`src/rtl/gci_std_display_vram_arbiter_if.sv`:
```
// VRAM master-side ownership and access bundle.
// The arbiter takes the slave modport, each requester the master modport.
interface gci_std_display_vram_arbiter_if #(
  parameter int P_MEM_ADDR_N = 23
);
  logic                    REQ;
  logic                    ACK;
  logic                    FINISH;
  logic                    BREAK;
  logic                    ENA;
  logic                    RW;
  logic [P_MEM_ADDR_N-1:0] ADDR;
  logic [23:0]             DATA;
  logic                    BUSY;
  logic                    VALID;
  logic [31:0]             RDATA;

  modport master (
    output REQ, FINISH, ENA, RW, ADDR, DATA,
    input  ACK, BREAK, BUSY, VALID, RDATA
  );

  modport slave (
    input  REQ, FINISH, ENA, RW, ADDR, DATA,
    output ACK, BREAK, BUSY, VALID, RDATA
  );
endinterface

```
`src/rtl/gci_std_display_vram_arbiter.sv`:
```
// Two-master VRAM arbiter: display refresh (M0, high prio)
// and bus-side controller (M1), with in-flight read tracking.
module gci_std_display_vram_arbiter #(
  parameter int P_MEM_ADDR_N = 23,
  parameter int P_M1_MIN_CYC = 16,
  parameter int P_OUTSTD_MAX = 8
) (
  input  logic                    iCLOCK,
  input  logic                    inRESET,
  gci_std_display_vram_arbiter_if.slave m0_if,
  gci_std_display_vram_arbiter_if.slave m1_if,
  output logic                    oMEM_ENA,
  output logic                    oMEM_RW,
  output logic [P_MEM_ADDR_N-1:0] oMEM_ADDR,
  output logic [23:0]             oMEM_DATA,
  input  logic                    iMEM_BUSY,
  input  logic                    iMEM_VALID,
  input  logic [31:0]             iMEM_DATA
);

  localparam int CW = $clog2(P_M1_MIN_CYC + 1);
  localparam logic [CW-1:0] MIN_CYC = CW'(P_M1_MIN_CYC);
  localparam logic [3:0] RD_MAX = 4'(P_OUTSTD_MAX);

  typedef enum logic [2:0] {
    S_IDLE, S_GRANT, S_OWN, S_BREAK, S_DRAIN
  } state_t;

  state_t          state_q;
  logic            owner_q;
  logic [CW-1:0]   own_cnt_q;
  logic [3:0]      rd_cnt_q, rd_cnt_d;
  logic            ack0_q, ack1_q, brk_q;

  logic                    active, rd_full;
  logic                    own_ena, own_rw, own_fin;
  logic [P_MEM_ADDR_N-1:0] own_addr;
  logic [23:0]             own_data;
  logic                    stall, accept, ret;

  always_comb begin
    active   = (state_q == S_OWN) || (state_q == S_BREAK);
    own_ena  = owner_q ? m1_if.ENA    : m0_if.ENA;
    own_rw   = owner_q ? m1_if.RW     : m0_if.RW;
    own_fin  = owner_q ? m1_if.FINISH : m0_if.FINISH;
    own_addr = owner_q ? m1_if.ADDR   : m0_if.ADDR;
    own_data = owner_q ? m1_if.DATA   : m0_if.DATA;
    rd_full  = (rd_cnt_q == RD_MAX);
    stall    = iMEM_BUSY || (!own_rw && rd_full);
    // the releasing cycle never issues an access
    oMEM_ENA  = active && own_ena && !own_fin && !stall;
    oMEM_RW   = active && own_rw;
    oMEM_ADDR = active ? own_addr : '0;
    oMEM_DATA = active ? own_data : '0;
    accept   = oMEM_ENA && !oMEM_RW;
    ret      = iMEM_VALID && (rd_cnt_q != 4'd0);
    rd_cnt_d = rd_cnt_q + {3'd0, accept} - {3'd0, ret};
  end

  assign m0_if.ACK   = ack0_q;
  assign m1_if.ACK   = ack1_q;
  assign m0_if.BREAK = 1'b0;
  assign m1_if.BREAK = brk_q;
  assign m0_if.BUSY  = !(active && !owner_q) || iMEM_BUSY
                       || (!m0_if.RW && rd_full);
  assign m1_if.BUSY  = !(active && owner_q) || iMEM_BUSY
                       || (!m1_if.RW && rd_full);
  assign m0_if.VALID = ret && !owner_q;
  assign m1_if.VALID = ret && owner_q;
  assign m0_if.RDATA = iMEM_DATA;
  assign m1_if.RDATA = iMEM_DATA;

  always_ff @(posedge iCLOCK or negedge inRESET) begin
    if (!inRESET) begin
      state_q   <= S_IDLE;
      owner_q   <= 1'b0;
      own_cnt_q <= '0;
      rd_cnt_q  <= 4'd0;
      ack0_q    <= 1'b0;
      ack1_q    <= 1'b0;
      brk_q     <= 1'b0;
    end else begin
      rd_cnt_q <= rd_cnt_d;
      ack0_q   <= 1'b0;
      ack1_q   <= 1'b0;
      unique case (state_q)
        S_IDLE: begin
          if (m0_if.REQ) begin
            owner_q <= 1'b0;
            ack0_q  <= 1'b1;
            state_q <= S_GRANT;
          end else if (m1_if.REQ) begin
            owner_q <= 1'b1;
            ack1_q  <= 1'b1;
            state_q <= S_GRANT;
          end
        end
        S_GRANT: begin
          own_cnt_q <= '0;
          state_q   <= S_OWN;
        end
        S_OWN: begin
          if (own_cnt_q != MIN_CYC)
            own_cnt_q <= own_cnt_q + CW'(1);
          if (own_fin) begin
            state_q <= S_DRAIN;
          end else if (owner_q && m0_if.REQ
                       && own_cnt_q >= MIN_CYC) begin
            brk_q   <= 1'b1;
            state_q <= S_BREAK;
          end
        end
        S_BREAK: begin
          if (m1_if.FINISH) begin
            brk_q   <= 1'b0;
            state_q <= S_DRAIN;
          end
        end
        S_DRAIN: begin
          if (rd_cnt_d == 4'd0)
            state_q <= S_IDLE;
        end
        default: state_q <= S_IDLE;
      endcase
    end
  end

endmodule

```
`src/flat_wrapper.sv`:
```
// flat-port wrapper written by rule: the top's interface ports become plain ports
module gci_std_display_vram_arbiter_flat 
#(
  parameter int P_MEM_ADDR_N = 23,
  parameter int P_M1_MIN_CYC = 16,
  parameter int P_OUTSTD_MAX = 8
)
  (iCLOCK, inRESET, oMEM_ENA, oMEM_RW, oMEM_ADDR, oMEM_DATA, iMEM_BUSY, iMEM_VALID, iMEM_DATA, m0_if_REQ, m0_if_FINISH, m0_if_ENA, m0_if_RW, m0_if_ADDR, m0_if_DATA, m0_if_ACK, m0_if_BREAK, m0_if_BUSY, m0_if_VALID, m0_if_RDATA, m1_if_REQ, m1_if_FINISH, m1_if_ENA, m1_if_RW, m1_if_ADDR, m1_if_DATA, m1_if_ACK, m1_if_BREAK, m1_if_BUSY, m1_if_VALID, m1_if_RDATA);
  gci_std_display_vram_arbiter_if #(.P_MEM_ADDR_N(P_MEM_ADDR_N)) m0_if_i ();
  gci_std_display_vram_arbiter_if #(.P_MEM_ADDR_N(P_MEM_ADDR_N)) m1_if_i ();
  input  logic iCLOCK;
  input  logic inRESET;
  output logic oMEM_ENA;
  output logic oMEM_RW;
  output logic [P_MEM_ADDR_N-1:0] oMEM_ADDR;
  output logic [23:0] oMEM_DATA;
  input  logic iMEM_BUSY;
  input  logic iMEM_VALID;
  input  logic [31:0] iMEM_DATA;
  input wire logic [$bits(m0_if_i.REQ)-1:0] m0_if_REQ;
  input wire logic [$bits(m0_if_i.FINISH)-1:0] m0_if_FINISH;
  input wire logic [$bits(m0_if_i.ENA)-1:0] m0_if_ENA;
  input wire logic [$bits(m0_if_i.RW)-1:0] m0_if_RW;
  input wire logic [$bits(m0_if_i.ADDR)-1:0] m0_if_ADDR;
  input wire logic [$bits(m0_if_i.DATA)-1:0] m0_if_DATA;
  output wire logic [$bits(m0_if_i.ACK)-1:0] m0_if_ACK;
  output wire logic [$bits(m0_if_i.BREAK)-1:0] m0_if_BREAK;
  output wire logic [$bits(m0_if_i.BUSY)-1:0] m0_if_BUSY;
  output wire logic [$bits(m0_if_i.VALID)-1:0] m0_if_VALID;
  output wire logic [$bits(m0_if_i.RDATA)-1:0] m0_if_RDATA;
  input wire logic [$bits(m1_if_i.REQ)-1:0] m1_if_REQ;
  input wire logic [$bits(m1_if_i.FINISH)-1:0] m1_if_FINISH;
  input wire logic [$bits(m1_if_i.ENA)-1:0] m1_if_ENA;
  input wire logic [$bits(m1_if_i.RW)-1:0] m1_if_RW;
  input wire logic [$bits(m1_if_i.ADDR)-1:0] m1_if_ADDR;
  input wire logic [$bits(m1_if_i.DATA)-1:0] m1_if_DATA;
  output wire logic [$bits(m1_if_i.ACK)-1:0] m1_if_ACK;
  output wire logic [$bits(m1_if_i.BREAK)-1:0] m1_if_BREAK;
  output wire logic [$bits(m1_if_i.BUSY)-1:0] m1_if_BUSY;
  output wire logic [$bits(m1_if_i.VALID)-1:0] m1_if_VALID;
  output wire logic [$bits(m1_if_i.RDATA)-1:0] m1_if_RDATA;
  assign m0_if_i.REQ = m0_if_REQ;
  assign m0_if_i.FINISH = m0_if_FINISH;
  assign m0_if_i.ENA = m0_if_ENA;
  assign m0_if_i.RW = m0_if_RW;
  assign m0_if_i.ADDR = m0_if_ADDR;
  assign m0_if_i.DATA = m0_if_DATA;
  assign m0_if_ACK = m0_if_i.ACK;
  assign m0_if_BREAK = m0_if_i.BREAK;
  assign m0_if_BUSY = m0_if_i.BUSY;
  assign m0_if_VALID = m0_if_i.VALID;
  assign m0_if_RDATA = m0_if_i.RDATA;
  assign m1_if_i.REQ = m1_if_REQ;
  assign m1_if_i.FINISH = m1_if_FINISH;
  assign m1_if_i.ENA = m1_if_ENA;
  assign m1_if_i.RW = m1_if_RW;
  assign m1_if_i.ADDR = m1_if_ADDR;
  assign m1_if_i.DATA = m1_if_DATA;
  assign m1_if_ACK = m1_if_i.ACK;
  assign m1_if_BREAK = m1_if_i.BREAK;
  assign m1_if_BUSY = m1_if_i.BUSY;
  assign m1_if_VALID = m1_if_i.VALID;
  assign m1_if_RDATA = m1_if_i.RDATA;
  gci_std_display_vram_arbiter #(.P_MEM_ADDR_N(P_MEM_ADDR_N), .P_M1_MIN_CYC(P_M1_MIN_CYC), .P_OUTSTD_MAX(P_OUTSTD_MAX)) u_core (.iCLOCK(iCLOCK), .inRESET(inRESET), .m0_if(m0_if_i), .m1_if(m1_if_i), .oMEM_ENA(oMEM_ENA), .oMEM_RW(oMEM_RW), .oMEM_ADDR(oMEM_ADDR), .oMEM_DATA(oMEM_DATA), .iMEM_BUSY(iMEM_BUSY), .iMEM_VALID(iMEM_VALID), .iMEM_DATA(iMEM_DATA));
endmodule
```
`config.mk`:
```
export PLATFORM = sky130hd
export DESIGN_NAME = gci_std_display_vram_arbiter_flat
export DESIGN_NICKNAME = d
export VERILOG_FILES = /design/src/rtl/gci_std_display_vram_arbiter_if.sv /design/src/rtl/gci_std_display_vram_arbiter.sv /design/src/flat_wrapper.sv
export SDC_FILE = /design/constraint.sdc
export NUM_CORES = 1
export LEC_CHECK = 0
export BUFFER_PORTS_ARGS = -buffer_cell sky130_fd_sc_hd__buf_2
export CAP_MARGIN = 20
export CORE_MARGIN = 8
export CORE_UTILIZATION = 31
export CTS_CLUSTER_SIZE = 20
export DETAILED_ROUTE_END_ITERATION = 8
export PLACE_DENSITY = 0.85
export SYNTH_ARGS = -nofsm -noshare
export SYNTH_HDL_FRONTEND = slang
export SYNTH_SLANG_ARGS = --single-unit
```
`constraint.sdc`:
```
create_clock -name iCLOCK -period 2.6 [get_ports iCLOCK]
set_clock_uncertainty 0.2 [all_clocks]
set_input_delay 0.52 -clock iCLOCK [delete_from_list [all_inputs] [get_ports iCLOCK]]
set_output_delay 0.52 -clock iCLOCK [all_outputs]
set_load 0.05 [all_outputs]
```
==> impl_metrics.ini <==
[yosys]
synthSimpleGateAreaFrac_pct = 17.26
ys.flop_type = dfrtp_1
ys_async_sr_fraction_pct = 100.0
synth_edf_count = 0
postSynthCellCount = 288
ys_seq_area_share_pct = 17.48
synthAdderAreaFrac_pct = 5.243
yosysUniqueCellTypes = 43
synthesis.area_um2 = 2291
synth_mux_area_share_pct = 21.90
synth_top_family_by_area = buffers and inverters
syn_nets = 435
ys_ff_latch = 16
avgSynthCellArea_um2 = 7.955
synth-compound-area-share_pct = 9.394
ys_warn_count = 0
synth_xor_area_share_pct = 0.7646

[setup_path]
path_depth = 4
cp_num_buf_inv = 2
arrival_ps = 1750
rr_worst_depth = 11
cp-end-kind = output port
slowest_stage = buf_4
critPathTopFamily = buffers and inverters
slowest_delay_ps = 440
worst_ep_required_time_ps = 1880
critPathKind = register to output port
crit_path_start_kind = register
path_cells = buf_4 > mux2i_1 > nor2_1 > buf_2
critPathMaxFanout = 31

[routing]
first_iter_violations = 104
post_drt_wl_per_cell_um = 16.05
viasPerCell = 4.695
drtPass1Iterations = 4
post-route-drc-count = 0
antenna_left = 0
num_vias = 2277
routed_wl_um = 7783

[timing]
finalHoldViolations = 0
fin_crit_sh_pct = 95.14
drv_slew = 0
tightest_slew_ps = 503.6
fin_crit_ps = 2474
setup_violations = 0
rsz0062_at_grt = false
clock.fmax_mhz = 404.2
max-slew-margin-rel_pct = 66.43

[clock_tree]
cts_root_buffer = clkbuf_8
cts_tree = done
clk_path_buf_depth = 2
cts.sinks = 16
cts_setup_buffers = 0
insertion_delay_ps = 260
cts_made_buffers = 3
clk_pin_slew_worst_paths_ps = 60
htreeDepth = 1

[power]
powerDensity_nw_per_um2 = 1129
peakVddDrop_v = 0.0003396
finalPower_w = 0.003199
power_leakage_nw = 1.593

[layout]
final_area_um2 = 2834
area_growth_pct = 23.70
diodes = 0
drive_gt1_share_pct = 51.81
fillers = 743
nNetsFinal = 534
fin_util_pct = 39.28

[place]
gp_congestion = 0.8446
io_buffers = 161
placed_area_um2 = 2731
hpwl_um = 6562

[die]
die-area_um2 = 10400
die_w_um = 102.0
coreArea_um2 = 7214
io_pins = 259
start_util_pct = 31.76
placementRows = 31
dieHeight_um = 102.0

[global_route]
grt_max_degree = 59
track_usage_pct = 13.84
grt_pass1_wl_um = 11710
grt-ovfl-total = 0
grt_antenna_before_repair = 0
grt_pass1_vias = 2533

[job]
drv_cap = 0

[status]
run_status = finished clean

[worst_hold_path]
min_path_cells = 2
hp-class = primary input to register
what timing repair did:
action / CTS / global route
setup endpoints to repair: 1 / 2
pin swaps: 0 / 4
resized for setup: 3 / 11
hold buffers: 1 / 0
hold endpoints to repair: 16 / 0
flip-flops by register name, indices dropped and copies added, names as in the netlist:
register,cells
u_core.m0_if.ACK,1
u_core.m1_if.BREAK,1
u_core.own_cnt_q,5
u_core.m1_if.ACK,1
u_core.rd_cnt_q,4
u_core.owner_q,1
u_core.state_q,3
synthesized netlist by cell type, types with 2 or more instances:
master | number | area, um^2
mux2i_1 | 49 | 490.5
a21oi_1 | 7 | 35.03
o211ai_1 | 2 | 15.01
nand3_1 | 4 | 20.02
dfrtp_1 | 16 | 400.4
ha_1 | 8 | 100.1
buf_2 | 11 | 55.05
nor3_1 | 6 | 30.03
o21ai_0 | 6 | 30.03
buf_6 | 3 | 33.78
and2_1 | 2 | 12.51
nor2b_1 | 2 | 12.51
o311ai_0 | 3 | 26.28
nand2_1 | 7 | 26.28
buf_4 | 66 | 495.5
inv_1 | 13 | 48.80
nor2_1 | 56 | 210.2
a31oi_1 | 2 | 12.51
worst paths after layout:
kind | slack, ps | end | from
max | 130 | oMEM_DATA[20] | u_core.owner_q
min | 270 | u_core.m1_if.ACK | m0_if_REQ
max in group asynchronous | 1400 | u_core.owner_q | inRESET
min in group asynchronous | 510 | u_core.m0_if.ACK | inRESET
min reg2reg | 350 | u_core.m1_if.BREAK | u_core.m1_if.BREAK
max reg2reg | 130 | u_core.state_q[2] | u_core.rd_cnt_q[3]
cells by family after synthesis:
group | Yosys count
compound gates | 31
buf+inv | 94
other cells | 1
mux | 50
fa+ha+maj | 9
flops | 16
simple gates | 85
xor+xnor | 2
metrics by stage:
stage	setup slack, ps	TNS, ps	hold slack, ps	instances
after global placement	-88.22	-88.22	246.4	480
after floorplan	69.24	0	24.41	288
after detailed placement	-231.3	-231.3	248.2	480
after CTS	15.35	0	269.2	485
after global routing	6.816	0	275.2	485
final	126.3	0	271.1	485
layout by cell type, fill, tap and decap left out, types with 4 or more instances in the layout:
| master | n |
|---|---|
| nand3_1 | 4 |
| a21oi_1 | 7 |
| buf_2 | 161 |
| nand2_1 | 6 |
| inv_1 | 10 |
| clkbuf_8 | 4 |
| nor3_1 | 6 |
| nor2_1 | 54 |
| dfrtp_1 | 15 |
| mux2i_1 | 49 |
| o21ai_0 | 6 |
| ha_1 | 6 |
| buf_4 | 12 |
report_power, final:
group / switching [W] / internal, W / total (W)
Sequential: 0.000116 / 0.000345 / 0.000461
Combinational: 0.00167 / 0.000844 / 0.00251
Clock: 0.0000918 / 0.000135 / 0.000227
Total: 0.00188 / 0.00132 / 0.00320
area by class of cell:
cell class,count,area [um^2],share of cell area (%)
Inverter,13,48.80,1.722
Timing Repair Buffer,175,917.1,32.36
Sequential cell,16,401.6,14.17
Tap cell,99,123.9,4.371
Multi-Input combinational cell,178,1287,45.43
Clock buffer,4,55.05,1.943
per-layer routing:
metal	part of all wire [%]	routed length [um]	GRT usage [%]	vias up
li1	-	-	-	1093
met1	36	2796	14.23	1032
met2	52	4054	24.49	122
met3	9.1	711	4.700	30
met4	2.8	221	6.885	0
met5	0	0	0	-
Note: power is estimated with default switching activity, not from simulation.
